$ cat config.mk
export PLATFORM = sky130hd
export DESIGN_NAME = fetch_stage_flat
export DESIGN_NICKNAME = d
export VERILOG_FILES = /design/src/rtl/fetch_stage_pkg.sv /design/src/rtl/fetch_stage_if.sv /design/src/rtl/if_id_reg.sv /design/src/rtl/fetch_stage.sv /design/src/flat_wrapper.sv
export SDC_FILE = /design/constraint.sdc
export NUM_CORES = 1
export LEC_CHECK = 0
export ABC_AREA = 1
export CAP_MARGIN = 15
export CORE_ASPECT_RATIO = 0.75
export CORE_UTILIZATION = 54
export CTS_CLUSTER_SIZE = 28
export DETAILED_ROUTE_END_ITERATION = 8
export PLACE_DENSITY = 0.83
export SLEW_MARGIN = 5
export SYNTH_ARGS = -nofsm -noshare
export SYNTH_HDL_FRONTEND = slang
export SYNTH_HIERARCHICAL = 1
export SYNTH_SLANG_ARGS = --single-unit
$ cat constraint.sdc
create_clock -name iClk -period 3.64 [get_ports iClk]
set_clock_uncertainty 0.15 [all_clocks]
set_input_delay 0.546 -clock iClk [delete_from_list [all_inputs] [get_ports iClk]]
set_output_delay 0.546 -clock iClk [all_outputs]
set_load 0.02 [all_outputs]
$ cat src/rtl/fetch_stage_pkg.sv
// Shared fetch-stage control types: FSM state, bubble instruction and IF/ID word.
package fetch_stage_pkg;

  localparam int unsigned XLEN = 32;
  localparam logic [XLEN-1:0] NOP_INSTR = 32'h0000_0013;  // addi x0,x0,0

  typedef enum logic [1:0] {
    ST_IDLE     = 2'd0,
    ST_FETCH    = 2'd1,
    ST_WAIT_MEM = 2'd2,
    ST_HOLD     = 2'd3
  } fetch_state_e;

  // One fetched instruction together with the address it came from.
  typedef struct packed {
    logic [XLEN-1:0] instr;
    logic [XLEN-1:0] pc;
  } fetch_word_t;

  // Force a byte address onto a word boundary.
  function automatic logic [XLEN-1:0] align_word(input logic [XLEN-1:0] addr);
    return addr & ~XLEN'(3);
  endfunction

endpackage

$ cat src/rtl/fetch_stage_if.sv
// Instruction-memory request/response bus between the fetch stage and imem.
interface fetch_stage_if;
  import fetch_stage_pkg::*;

  logic            oImemReq;
  logic [XLEN-1:0] oImemAddr;
  logic            iImemRdy;
  logic [XLEN-1:0] iImemData;

  modport master (
    output oImemReq,
    output oImemAddr,
    input  iImemRdy,
    input  iImemData
  );

  modport slave (
    input  oImemReq,
    input  oImemAddr,
    output iImemRdy,
    output iImemData
  );
endinterface

$ cat src/rtl/if_id_reg.sv
// IF/ID pipeline register: holds on decode stall, loads a word or a bubble otherwise.
module if_id_reg
  import fetch_stage_pkg::*;
#(
  parameter logic [31:0] NOP_INSTR = fetch_stage_pkg::NOP_INSTR
) (
  input  logic            iClk,
  input  logic            iRstN,
  input  logic            iStall,
  input  logic            iLoad,
  input  fetch_word_t     iWord,
  output logic [XLEN-1:0] oInstr,
  output logic [XLEN-1:0] oPc,
  output logic [XLEN-1:0] oPcPlus4,
  output logic            oValid
);

  logic [XLEN-1:0] instr_q, instr_d;
  logic [XLEN-1:0] pc_q, pc_d;
  logic [XLEN-1:0] pc4_q, pc4_d;
  logic            valid_q, valid_d;

  // Next contents: frozen on stall, else the delivered word or a bubble.
  always_comb begin
    instr_d = instr_q;
    pc_d    = pc_q;
    pc4_d   = pc4_q;
    valid_d = valid_q;
    if (!iStall) begin
      if (iLoad) begin
        instr_d = iWord.instr;
        pc_d    = iWord.pc;
        pc4_d   = iWord.pc + XLEN'(4);
        valid_d = 1'b1;
      end else begin
        instr_d = NOP_INSTR;
        valid_d = 1'b0;
      end
    end
  end

  // Register state; reset presents a bubble.
  always_ff @(posedge iClk or negedge iRstN) begin
    if (!iRstN) begin
      instr_q <= NOP_INSTR;
      pc_q    <= '0;
      pc4_q   <= '0;
      valid_q <= 1'b0;
    end else begin
      instr_q <= instr_d;
      pc_q    <= pc_d;
      pc4_q   <= pc4_d;
      valid_q <= valid_d;
    end
  end

  assign oInstr   = instr_q;
  assign oPc      = pc_q;
  assign oPcPlus4 = pc4_q;
  assign oValid   = valid_q;

endmodule

$ cat src/rtl/fetch_stage.sv
// Instruction fetch stage: PC, imem request FSM, redirect squash and hold buffer.
module fetch_stage
  import fetch_stage_pkg::*;
#(
  parameter logic [31:0] RESET_PC  = 32'h0000_0000,
  parameter logic [31:0] NOP_INSTR = fetch_stage_pkg::NOP_INSTR
) (
  input  logic               iClk,
  input  logic               iRstN,
  input  logic               iStallF,
  input  logic               iStallD,
  input  logic               iBranchTakenD,
  input  logic [XLEN-1:0]    iBranchTargetD,
  fetch_stage_if.master      imem,
  output logic [XLEN-1:0]    oInstrD,
  output logic [XLEN-1:0]    oPcD,
  output logic [XLEN-1:0]    oPcPlus4D,
  output logic               oValidD
);

  localparam logic [XLEN-1:0] PC_RESET = RESET_PC & ~XLEN'(3);

  fetch_state_e    state_q, state_d;
  logic [XLEN-1:0] pc_q, pc_d;
  logic [XLEN-1:0] tgt_q, tgt_d;
  logic            squash_q, squash_d;
  fetch_word_t     hold_q, hold_d;

  logic            imem_req_c;
  logic            redirect_c;
  logic [XLEN-1:0] redirect_pc_c;
  logic [XLEN-1:0] pc_plus4_c;
  logic            ifid_load_c;
  fetch_word_t     ifid_word_c;
  fetch_word_t     resp_word_c;

  // Next-state, PC and IF/ID control; redirects only count when decode is not stalled.
  always_comb begin
    state_d       = state_q;
    pc_d          = pc_q;
    tgt_d         = tgt_q;
    squash_d      = squash_q;
    hold_d        = hold_q;
    imem_req_c    = 1'b0;
    ifid_load_c   = 1'b0;
    redirect_c    = iBranchTakenD & ~iStallD;
    redirect_pc_c = align_word(iBranchTargetD);
    pc_plus4_c    = pc_q + XLEN'(4);
    resp_word_c   = '{instr: imem.iImemData, pc: pc_q};
    ifid_word_c   = resp_word_c;

    case (state_q)
      ST_IDLE: begin
        state_d = ST_FETCH;
        if (redirect_c) pc_d = redirect_pc_c;
      end

      ST_FETCH: begin
        if (iStallF) begin
          if (redirect_c) pc_d = redirect_pc_c;
        end else begin
          imem_req_c = 1'b1;
          if (imem.iImemRdy) begin
            if (redirect_c) begin
              pc_d = redirect_pc_c;
            end else begin
              pc_d = pc_plus4_c;
              if (iStallD) begin
                hold_d  = resp_word_c;
                state_d = ST_HOLD;
              end else begin
                ifid_load_c = 1'b1;
              end
            end
          end else begin
            // Request is committed; a redirect now must wait for its response.
            state_d = ST_WAIT_MEM;
            if (redirect_c) begin
              tgt_d    = redirect_pc_c;
              squash_d = 1'b1;
            end
          end
        end
      end

      ST_WAIT_MEM: begin
        imem_req_c = 1'b1;
        if (imem.iImemRdy) begin
          state_d  = ST_FETCH;
          squash_d = 1'b0;
          if (redirect_c) begin
            pc_d = redirect_pc_c;
          end else if (squash_q) begin
            pc_d = tgt_q;
          end else begin
            pc_d = pc_plus4_c;
            if (iStallD) begin
              hold_d  = resp_word_c;
              state_d = ST_HOLD;
            end else begin
              ifid_load_c = 1'b1;
            end
          end
        end else if (redirect_c) begin
          tgt_d    = redirect_pc_c;
          squash_d = 1'b1;
        end
      end

      ST_HOLD: begin
        ifid_word_c = hold_q;
        if (!iStallD) begin
          state_d = ST_FETCH;
          hold_d  = '0;
          if (redirect_c) begin
            pc_d = redirect_pc_c;
          end else begin
            ifid_load_c = 1'b1;
          end
        end
      end

      default: begin
        state_d = ST_IDLE;
      end
    endcase
  end

  // Fetch control state.
  always_ff @(posedge iClk or negedge iRstN) begin
    if (!iRstN) begin
      state_q  <= ST_IDLE;
      pc_q     <= PC_RESET;
      tgt_q    <= '0;
      squash_q <= 1'b0;
      hold_q   <= '0;
    end else begin
      state_q  <= state_d;
      pc_q     <= pc_d;
      tgt_q    <= tgt_d;
      squash_q <= squash_d;
      hold_q   <= hold_d;
    end
  end

  // Request decodes directly from state so reset drops it at once.
  assign imem.oImemReq  = imem_req_c;
  assign imem.oImemAddr = pc_q;

  if_id_reg #(
    .NOP_INSTR (NOP_INSTR)
  ) u_if_id (
    .iClk     (iClk),
    .iRstN    (iRstN),
    .iStall   (iStallD),
    .iLoad    (ifid_load_c),
    .iWord    (ifid_word_c),
    .oInstr   (oInstrD),
    .oPc      (oPcD),
    .oPcPlus4 (oPcPlus4D),
    .oValid   (oValidD)
  );

endmodule

$ cat src/flat_wrapper.sv
// flat-port wrapper written by rule: the top's interface ports become plain ports
module fetch_stage_flat import fetch_stage_pkg::*;
#(
  parameter logic [31:0] RESET_PC  = 32'h0000_0000,
  parameter logic [31:0] NOP_INSTR = fetch_stage_pkg::NOP_INSTR
)
  (iClk, iRstN, iStallF, iStallD, iBranchTakenD, iBranchTargetD, oInstrD, oPcD, oPcPlus4D, oValidD, imem_oImemReq, imem_oImemAddr, imem_iImemRdy, imem_iImemData);
  fetch_stage_if imem_i ();
  input  logic iClk;
  input  logic iRstN;
  input  logic iStallF;
  input  logic iStallD;
  input  logic iBranchTakenD;
  input  logic [XLEN-1:0] iBranchTargetD;
  output logic [XLEN-1:0] oInstrD;
  output logic [XLEN-1:0] oPcD;
  output logic [XLEN-1:0] oPcPlus4D;
  output logic oValidD;
  output wire logic [$bits(imem_i.oImemReq)-1:0] imem_oImemReq;
  output wire logic [$bits(imem_i.oImemAddr)-1:0] imem_oImemAddr;
  input wire logic [$bits(imem_i.iImemRdy)-1:0] imem_iImemRdy;
  input wire logic [$bits(imem_i.iImemData)-1:0] imem_iImemData;
  assign imem_oImemReq = imem_i.oImemReq;
  assign imem_oImemAddr = imem_i.oImemAddr;
  assign imem_i.iImemRdy = imem_iImemRdy;
  assign imem_i.iImemData = imem_iImemData;
  fetch_stage #(.RESET_PC(RESET_PC), .NOP_INSTR(NOP_INSTR)) u_core (.iClk(iClk), .iRstN(iRstN), .iStallF(iStallF), .iStallD(iStallD), .iBranchTakenD(iBranchTakenD), .iBranchTargetD(iBranchTargetD), .imem(imem_i), .oInstrD(oInstrD), .oPcD(oPcD), .oPcPlus4D(oPcPlus4D), .oValidD(oValidD));
endmodule
==> impl_metrics.sql, run 1 <==
INSERT INTO impl_metrics (metric_group, metric, value, unit) VALUES
('finish', 'area_growth_from_synthesis_to_layout', '25.1', '%'),
('place', 'place.gp.congestion', '0.946', ''),
('global_routing', 'grt_antenna_before_repair', '0', ''),
('timing', 'worst_slew_pin_slew', '1.09', 'ns'),
('place', 'port_buffers', '197', ''),
('floorplanning', 'die-area', '22500', 'µm²'),
('power_and_ir_drop', 'pwr-share-clk', '0.201', ''),
('clock_network', 'numCtsBuffers', '23', ''),
('power_and_ir_drop', 'comb_power_share', '0.443', ''),
('global_routing', 'globalRoute.totalOverflow', '0', ''),
('power_and_ir_drop', 'p_per_area', '798', 'nW/µm²'),
('critical_path', 'critical_path.max_stage_delay', '0.67', 'ns'),
('critical_path', 'crit_required', '2.94', 'ns'),
('run', 'max_cap_violations', '0', ''),
('global_routing', 'largest_net_degree_at_the_start_of_global_routing', '129', ''),
('drt', 'drtAntennaViolNets', '0', ''),
('yosys', 'netlist.top_cell.by_area', 'sky130_fd_sc_hd__dfrtp_1', ''),
('yosys', 'yosys_most_used_dff', 'sky130_fd_sc_hd__dfrtp_1', ''),
('power_and_ir_drop', 'max-vdd-ir-drop', '419', 'µV'),
('yosys', 'count_of_flip_flops_with_a_built_in_enable_after_synthesis', '0', ''),
('status', 'status', 'completed', ''),
('clock_network', 'tritoncts', 'yes', ''),
('yosys', 'synth-seq-cells', '224', ''),
('timing', 'final-setup-viol-count', '0', ''),
('timing', 'totalNegativeSetupSlack', '0', 'ns'),
('timing', 'max_freq', '299', 'MHz'),
('clock_network', 'htreeDepth', '1', ''),
('clock_network', 'clock-sinks', '224', ''),
('timing', 'max_transition_margin', '0.275', ''),
('timing', 'final_max_slew_viol_count', '0', ''),
('timing', 'min_period', '3.35', 'ns'),
('critical_path', 'slowest_stage', 'sky130_fd_sc_hd__clkdlybuf4s50_1', ''),
('drt', 'initialDrtViolationCount', '1508', ''),
('drt', 'vias_per_cell', '5.65', ''),
('floorplanning', 'die_width', '173', 'µm'),
('timing', 'rsz0062_at_grt', 'no', ''),
('clock_network', 'clock_latency', '0.53', 'ns'),
('floorplanning', 'placementRows', '46', ''),
('critical_path', 'crit_type', 'reg2out', ''),
('critical_path', 'timing.critical_path.mode_cell', 'sky130_fd_sc_hd__inv_1', ''),
('yosys', 'syn_area', '11800', 'µm²'),
('power_and_ir_drop', 'intPower', '6.73', 'mW'),
('yosys', 'syn_inst_count', '1549', ''),
('drt', 'wl', '34900', 'µm'),
('place', 'dp.final_hpwl', '24800', 'µm'),
('drt', 'drt_pass1_iterations', '6', ''),
('floorplanning', 'io-pin-count', '200', ''),
('finish', 'num_antenna_cells', '0', ''),
('finish', 'nets', '1793', ''),
('power_and_ir_drop', 'switching_share', '0.431', ''),
('global_routing', 'first_global_vias', '10535', ''),
('drt', 'detailroute.via_count', '11426', ''),
('yosys', 'ys_types', '43', ''),
('power_and_ir_drop', 'total_switching_power', '5.10', 'mW'),
('timing', 'period_share', '0.919', ''),
('yosys', 'synth_top_cells_by_area', 'sky130_fd_sc_hd__dfrtp_1 47%, sky130_fd_sc_hd__nand2_1 13%, sky130_fd_sc_hd__o21ai_0 7.5%, sky130_fd_sc_hd__nand3_1 6.1%, sky130_fd_sc_hd__inv_1 5.3%', ''),
('yosys', 'synth_area_per_cell', '7.65', 'µm²'),
('clock_network', 'clock_tree.root_cell', 'sky130_fd_sc_hd__clkbuf_16', ''),
('critical_path', 'arrival', '2.65', 'ns'),
('yosys', 'synth_top_area_frac', '0.467', ''),
('critical_path', 'crit_path_start_kind', 'flip-flop', ''),
('worst_hold_path', 'min-delay-path-class', 'reg2reg', ''),
('clock_network', 'cts-root-to-sink-buffers', '3', ''),
('finish', 'n_fill_cell', '1710', ''),
('finish', 'post_route_cells_drive_above_1_share', '0.0640', ''),
('critical_path', 'series_of_cell_instances_along_the_critical_path', 'inv_1 > ha_1 > inv_1 > a21oi_1 > clkdlybuf4s50_1', ''),
('critical_path', 'cp_max_fo', '8', ''),
('drt', 'detail_route.drc_violations', '0', ''),
('yosys', 'ys_warn_count', '6', ''),
('yosys', 'syn_nets', '1625', ''),
('floorplanning', 'die_h', '130', 'µm');
-- flip-flops by register name, indices dropped and copies added (netlist names) --
register and count:
u_core/hold_q 64, u_core/imem.oImemAddr 32, u_core/u_if_id/oInstr 32, u_core/u_if_id/oPc 32, u_core/tgt_q 30, u_core/u_if_id/oPcPlus4 30
u_core/state_q 2, u_core/squash_q 1, u_core/u_if_id/oValid 1
-- synth_stat cells (4+ instances only) --
| library cell | number |
|---|---|
| sky130_fd_sc_hd__nand4_1 | 9 |
| sky130_fd_sc_hd__xor2_1 | 5 |
| sky130_fd_sc_hd__nand2_1 | 422 |
| sky130_fd_sc_hd__a32oi_1 | 16 |
| sky130_fd_sc_hd__clkbuf_1 | 36 |
| sky130_fd_sc_hd__mux2_2 | 20 |
| sky130_fd_sc_hd__nand2_2 | 4 |
| sky130_fd_sc_hd__dfrtp_1 | 221 |
| sky130_fd_sc_hd__o211ai_1 | 8 |
| sky130_fd_sc_hd__buf_2 | 31 |
| sky130_fd_sc_hd__nor2_4 | 6 |
| sky130_fd_sc_hd__and2_1 | 4 |
| sky130_fd_sc_hd__nor2_1 | 130 |
| sky130_fd_sc_hd__nor2_2 | 6 |
| sky130_fd_sc_hd__nand3_1 | 144 |
| sky130_fd_sc_hd__nor3_1 | 9 |
| sky130_fd_sc_hd__buf_4 | 10 |
| sky130_fd_sc_hd__a22o_1 | 29 |
| sky130_fd_sc_hd__o21ai_0 | 178 |
| sky130_fd_sc_hd__ha_1 | 6 |
| sky130_fd_sc_hd__o21ai_1 | 29 |
| sky130_fd_sc_hd__inv_2 | 5 |
| sky130_fd_sc_hd__inv_1 | 168 |
| sky130_fd_sc_hd__a21oi_1 | 19 |
-- layout by cell type, fill, tap and decap left out, types with 4 or more instances in the layout --
cell type                           n
sky130_fd_sc_hd__nor2_4             6
sky130_fd_sc_hd__nand2_1          422
sky130_fd_sc_hd__clkdlybuf4s50_1  196
sky130_fd_sc_hd__nor3_1             9
sky130_fd_sc_hd__buf_4             19
sky130_fd_sc_hd__nand2_2            4
sky130_fd_sc_hd__and2_1             4
sky130_fd_sc_hd__inv_1            168
sky130_fd_sc_hd__a32oi_1           16
sky130_fd_sc_hd__ha_1               6
sky130_fd_sc_hd__clkbuf_1           6
sky130_fd_sc_hd__nand4_1            9
sky130_fd_sc_hd__buf_12             5
sky130_fd_sc_hd__clkbuf_8           6
sky130_fd_sc_hd__o211ai_1           8
sky130_fd_sc_hd__dfrtp_1          221
sky130_fd_sc_hd__inv_2              5
sky130_fd_sc_hd__nor2_2             6
sky130_fd_sc_hd__xor2_1             5
sky130_fd_sc_hd__nor2_1           130
sky130_fd_sc_hd__a22o_1            29
sky130_fd_sc_hd__o21ai_0          178
sky130_fd_sc_hd__mux2_2            20
sky130_fd_sc_hd__clkinv_2           6
sky130_fd_sc_hd__a21oi_1           19
sky130_fd_sc_hd__o21ai_1           29
sky130_fd_sc_hd__nand3_1          144
sky130_fd_sc_hd__clkbuf_16         23
-- power by group through the flow --
stage	sequential [mW]	combinational (mW)	clock, mW
after floorplan	4.52	2.68	0
after global placement	4.18	4.99	0
after detailed placement	4.22	5.14	0
after CTS	4.18	5.18	2.40
after global routing	4.32	5.72	2.50
final	4.21	5.23	2.38
-- metrics by stage --
| stage | hold WS (ns) | total power [mW] | utilization | worst slack, ns | std cells |
|---|---|---|---|---|---|
| after global routing | 0.358 | 12.5 | 0.696 | 0.131 | 2022 |
| after global placement | 0.311 | 9.18 | 0.660 | 0.556 | 1979 |
| final | 0.329 | 11.8 | 0.696 | 0.295 | 2022 |
| after detailed placement | 0.314 | 9.36 | 0.660 | 0.512 | 1979 |
| after CTS | 0.332 | 11.8 | 0.696 | 0.334 | 2022 |
| after floorplan | 0.100 | 7.20 | - | 1.07 | 1549 |
-- cell type report --
type                    count  area, µm²  share of cell area
inverters                 174        654              0.0442
well taps                 288        360              0.0243
flip-flops and latches    224       5610               0.379
repair buffers            222       2230               0.150
clock inverters             7       75.1             0.00507
multi-input cells        1072       5210               0.351
clock buffers              35        681              0.0459
-- path summary, 6_finish.rpt --
path | depth (start not counted) | from | to
min in group asynchronous | 2 | iRstN | u_core/u_if_id/oPcPlus4[4]
setup reg to reg | 10 | u_core/state_q[0] | u_core/u_if_id/oPcPlus4[24]
hold reg to reg | 2 | u_core/u_if_id/oPc[3] | u_core/u_if_id/oPc[3]
hold / removal | 2 | u_core/u_if_id/oPc[3] | u_core/u_if_id/oPc[3]
max in group asynchronous | 3 | iRstN | u_core/u_if_id/oInstr[4]
setup / recovery | 5 | u_core/state_q[0] | imem_oImemReq
-- routing by layer --
| metal | up-vias | global-route usage | share of wire |
|---|---|---|---|
| met5 | - | 0.00208 | 0 |
| met4 | 0 | 0.0614 | 0.017 |
| met3 | 52 | 0.0612 | 0.10 |
| met2 | 626 | 0.462 | 0.42 |
| met1 | 5355 | 0.474 | 0.46 |
| li1 | 5393 | - | - |
-- worst max-delay path: cells and delay by family (launching register included) --
family | cells | cell delay (ns)
buffers and inverters | 3 | 0.93
adders and majority gates | 1 | 0.47
AOI/OAI and AO/OA | 1 | 0.32
DFF | 1 | 0.39
-- kinds of logic (layout without fill, tap and decap cells) --
group / Yosys count / in the layout / synth area share
adders and majority gates: 6 / 6 / 0.00634
xor gates and xnor gates: 5 / 5 / 0.00370
muxes: 20 / 20 / 0.0190
and+or+nand+nor: 742 / 742 / 0.263
AOI/OAI and AO/OA: 299 / 299 / 0.147
buffers and inverters: 253 / 438 / 0.0879
DFF: 224 / 224 / 0.473
-- what timing repair did --
item                                    CTS  global route
endpoints found under the setup margin    0             0
hold buffers                              1             0
gates resized for setup                   0             0
endpoints found under the hold margin    98             0
Note: power is estimated with default switching activity, not from simulation.
==> inputs of run 2 (changes only) <==
Settings changed: ABC_AREA 1 to default, CORE_UTILIZATION 54 to 53, PLACE_DENSITY 0.83 to 0.82, TNS_END_PERCENT from default to 5.
==> run 2 against run 1 <==
First-iteration DRC count shrank 34%. Flip-flop and latch count is the same. Non-clock buffer count grew 2. Worst setup slack lost 0.084 ns. Combinational power shrank 8.4%. Hold slack lost 0.013 ns. Critical path depth grew 1. Register-to-register slack lost 0.02 ns. Via count shrank 10%. Clock power shrank 3%. Largest power group unchanged.
==> impl_metrics.sql, run 2 <==
INSERT INTO impl_metrics (metric_group, metric, value, unit) VALUES
('drt', 'detail_route.drc_violations', '0', ''),
('finish', 'area_growth_from_synthesis_to_layout', '26.1', '%'),
('critical_path', 'rr_startpoint', 'u_core/state_q[1]', ''),
('yosys', 'ys_types', '64', ''),
('critical_path', 'slowest_stage', 'sky130_fd_sc_hd__clkdlybuf4s50_1', ''),
('clock_network', 'numCtsBuffers', '23', ''),
('critical_path', 'timing.reg2reg.worst_path_depth', '6', ''),
('floorplanning', 'die-area', '22000', 'µm²'),
('timing', 'timing.hold.ws', '0.316', 'ns'),
('power_and_ir_drop', 'p_total', '11.3', 'mW'),
('finish', 'nets', '1553', ''),
('clock_network', 'clock_tree.root_cell', 'sky130_fd_sc_hd__clkbuf_16', ''),
('critical_path', 'timing.critical_path.mode_cell', 'sky130_fd_sc_hd__inv_1', ''),
('timing', 'final_max_slew_viol_count', '0', ''),
('critical_path', 'crit_type', 'reg2out', ''),
('drt', 'initialDrtViolationCount', '989', ''),
('critical_path', 'critical_path.reg2reg.endpoint', 'u_core/u_if_id/oPcPlus4[27]', ''),
('timing', 'totalNegativeSetupSlack', '0', 'ns'),
('critical_path', 'worst-path-buf-inv', '3', ''),
('finish', 'post_route_cells_drive_above_1_share', '0.0784', ''),
('clock_network', 'cts-root-to-sink-buffers', '3', ''),
('critical_path', 'cp_max_fo', '10', ''),
('yosys', 'yosys_most_used_dff', 'sky130_fd_sc_hd__dfrtp_1', ''),
('floorplanning', 'die_h', '129', 'µm'),
('floorplanning', 'placementRows', '45', ''),
('timing', 'final-setup-viol-count', '0', ''),
('floorplanning', 'floorplan.initialDensity', '0.551', ''),
('critical_path', 'setup.worst_path.end_class', 'primary output', ''),
('yosys', 'syn_nets', '1387', ''),
('yosys', 'syn_area', '11400', 'µm²'),
('critical_path', 'timing.critical_path.depth', '6', ''),
('critical_path', 'series_of_cell_instances_along_the_critical_path', 'inv_1 > ha_1 > and2b_1 > o21ai_0 > inv_1 > clkdlybuf4s50_1', ''),
('worst_hold_path', 'min-delay-path-class', 'reg2reg', ''),
('yosys', 'synth_area_per_cell', '8.66', 'µm²'),
('timing', 'max_freq', '292', 'MHz'),
('yosys', 'synth-seq-cells', '224', ''),
('finish', 'max_flop_register', 'u_core/hold_q', ''),
('timing', 'period_share', '0.942', ''),
('clock_network', 'clock_latency', '0.51', 'ns'),
('status', 'status', 'completed', ''),
('global_routing', 'globalRoute.totalOverflow', '0', ''),
('clock_network', 'htreeDepth', '1', ''),
('global_routing', 'grt_first_pass_wirelength', '50000', 'µm'),
('yosys', 'count_of_flip_flops_with_a_built_in_enable_after_synthesis', '0', ''),
('critical_path', 'critPathTopFamily', 'buffers and inverters', ''),
('timing', 'min_period', '3.43', 'ns'),
('power_and_ir_drop', 'max-vdd-ir-drop', '699', 'µV'),
('clock_network', 'tritoncts', 'yes', ''),
('finish', 'num_antenna_cells', '0', ''),
('finish', 'multi_input_logic_area', '5350', 'µm²'),
('yosys', 'share_of_flip_flops_with_an_asynchronous_set_or_reset', '1.00', ''),
('floorplanning', 'io-pin-count', '200', ''),
('clock_network', 'clk_pin_slew', '0.06', 'ns'),
('timing', 'timing_hold_violations_final', '0', ''),
('yosys', 'netlist.top_cell.by_area', 'sky130_fd_sc_hd__dfrtp_1', ''),
('yosys', 'synth_most_common_cell', 'sky130_fd_sc_hd__nand2_1', ''),
('timing', 'setup_slack', '0.211', 'ns'),
('finish', 'final_common_cell', 'sky130_fd_sc_hd__nand2_1', ''),
('global_routing', 'first_global_vias', '9639', ''),
('drt', 'wl', '31300', 'µm'),
('drt', 'drtAntennaViolNets', '0', ''),
('finish', 'most-common-layout-cells', '401 x sky130_fd_sc_hd__nand2_1, 221 x sky130_fd_sc_hd__dfrtp_1, 195 x sky130_fd_sc_hd__clkdlybuf4s50_1, 106 x sky130_fd_sc_hd__o21ai_0, 64 x sky130_fd_sc_hd__nand2b_1', ''),
('critical_path', 'arrival', '2.73', 'ns'),
('floorplanning', 'die_width', '171', 'µm'),
('critical_path', 'critical_path.max_stage_delay', '0.63', 'ns'),
('global_routing', 'grt_antenna_before_repair', '0', ''),
('finish', 'number_of_flip_flops_in_the_largest_register', '64', ''),
('power_and_ir_drop', 'static-leakage-power', '6.26', 'nW'),
('global_routing', 'largest_net_degree_at_the_start_of_global_routing', '103', ''),
('timing', 'rsz0062_at_grt', 'no', ''),
('drt', 'detail_route.wl_per_cell', '17.7', 'µm'),
('yosys', 'synth_top_cells_by_area', 'sky130_fd_sc_hd__dfrtp_1 49%, sky130_fd_sc_hd__nand2_1 13%, sky130_fd_sc_hd__o21ai_0 4.7%, sky130_fd_sc_hd__nand2b_1 3.6%, sky130_fd_sc_hd__mux2_2 3.0%', ''),
('drt', 'drt_pass1_iterations', '5', ''),
('clock_network', 'clock-sinks', '224', ''),
('place', 'worst_slack_at_placement', '0.401', 'ns'),
('drt', 'vias_per_cell', '5.78', ''),
('finish', 'area.sequential', '5610', 'µm²'),
('run', 'max_cap_violations', '0', ''),
('critical_path', 'crit_path_start_kind', 'flip-flop', ''),
('timing', 'worst_slew_pin_slew', '0.837', 'ns'),
('place', 'place.gp.congestion', '0.914', ''),
('yosys', 'syn_inst_count', '1311', ''),
('place', 'port_buffers', '197', ''),
('yosys', 'synth_top_cells_by_count', '401 x sky130_fd_sc_hd__nand2_1, 221 x sky130_fd_sc_hd__dfrtp_1, 106 x sky130_fd_sc_hd__o21ai_0', ''),
('critical_path', 'rrSetupSlack', '0.43', 'ns'),
('global_routing', 'global_route.usage.total', '0.285', ''),
('yosys', 'ys_warn_count', '6', ''),
('drt', 'detailroute.via_count', '10262', ''),
('finish', 'n_fill_cell', '1621', ''),
('place', 'dp.final_hpwl', '21600', 'µm'),
('floorplanning', 'design.core.area', '20600', 'µm²'),
('critical_path', 'end_point_of_the_critical_path', 'imem_oImemReq', ''),
('power_and_ir_drop', 'p_per_area', '788', 'nW/µm²'),
('critical_path', 'setup.worst_path.start', 'u_core/state_q[1]', ''),
('critical_path', 'crit_required', '2.94', 'ns'),
('yosys', 'synth_top_area_frac', '0.487', ''),
('timing', 'max_transition_margin', '0.438', ''),
('yosys', 'seq_area_frac_synth', '0.494', '');
[run 2: changes by cell type in the layout (fill, tap and decap cells not counted), moves of 26 or more]
cell,before,now
sky130_fd_sc_hd__nand3_1,144,28
sky130_fd_sc_hd__inv_1,168,16
sky130_fd_sc_hd__nor2_1,130,42
sky130_fd_sc_hd__nand2b_1,0,64
sky130_fd_sc_hd__a22o_1,29,3
sky130_fd_sc_hd__o21ai_0,178,106
[run 2: cell families after synthesis]
group / share of synthesized area
AND/OR/NAND/NOR: 0.261
AO/OA/AOI/OAI: 0.149
flip-flops: 0.494
buffers and inverters: 0.0386
multiplexers: 0.0297
XOR/XNOR: 0.0216
adder cells (fa/ha/maj): 0.00661
[run 2: stage by stage]
stage,instance area [µm²],util,cells
4_1_cts,14300,0.695,1774
2_1_floorplan,11400,-,1311
3_5_place_dp,13600,0.659,1733
5_1_grt,14300,0.695,1774
6_report,14300,0.695,1774
3_3_place_gp,13600,0.659,1733
[run 2: tightest hold or removal path, delay by kind of cell, from the launching register on]
kind / cells / cell delay, ns
flops: 1 / 0.37
compound gates: 1 / 0.05
buf+inv: 1 / 0.04
[run 2: worst min path at each step]
stage / end / from / slack [ns] / depth (start not counted)
after floorplan: u_core/hold_q[0] / iRstN / 0.10 / 0
after global placement: u_core/u_if_id/oInstr[1] / u_core/u_if_id/oInstr[1] / 0.30 / 2
after detailed placement: u_core/u_if_id/oInstr[1] / u_core/u_if_id/oInstr[1] / 0.30 / 2
after CTS: u_core/u_if_id/oInstr[1] / u_core/u_if_id/oInstr[1] / 0.31 / 2
after global routing: u_core/u_if_id/oInstr[1] / u_core/u_if_id/oInstr[1] / 0.32 / 2
final: u_core/u_if_id/oInstr[1] / u_core/u_if_id/oInstr[1] / 0.32 / 2
[run 2: routing by layer]
layer | vias to the layer above | part of all wire | GRT usage
met3 | 59 | 0.092 | 0.0621
li1 | 4830 | - | -
met2 | 478 | 0.43 | 0.422
met5 | - | 0 | 0
met4 | 0 | 0.021 | 0.0777
met1 | 4895 | 0.46 | 0.422
[run 2: cell type report]
cell class,instances,share of cell area
Clock buffer,37,0.0480
Clock inverter,3,0.00306
Inverter,16,0.00419
Multi-Input combinational cell,988,0.373
Sequential cell,224,0.392
Tap cell,282,0.0246
Timing Repair Buffer,224,0.155
[run 2: where the power goes]
| group | internal [mW] | switching (mW) | total, mW |
|---|---|---|---|
| clock network | 1.36 | 0.956 | 2.31 |
| logic | 1.95 | 2.84 | 4.79 |
| registers | 3.40 | 0.781 | 4.18 |
| total | 6.71 | 4.58 | 11.3 |
[run 2: timing repair]
item,in CTS,in global routing
hold buffers,1,0
endpoints found under the hold margin,96,0
setup buffers,0,0
resized for setup,0,0
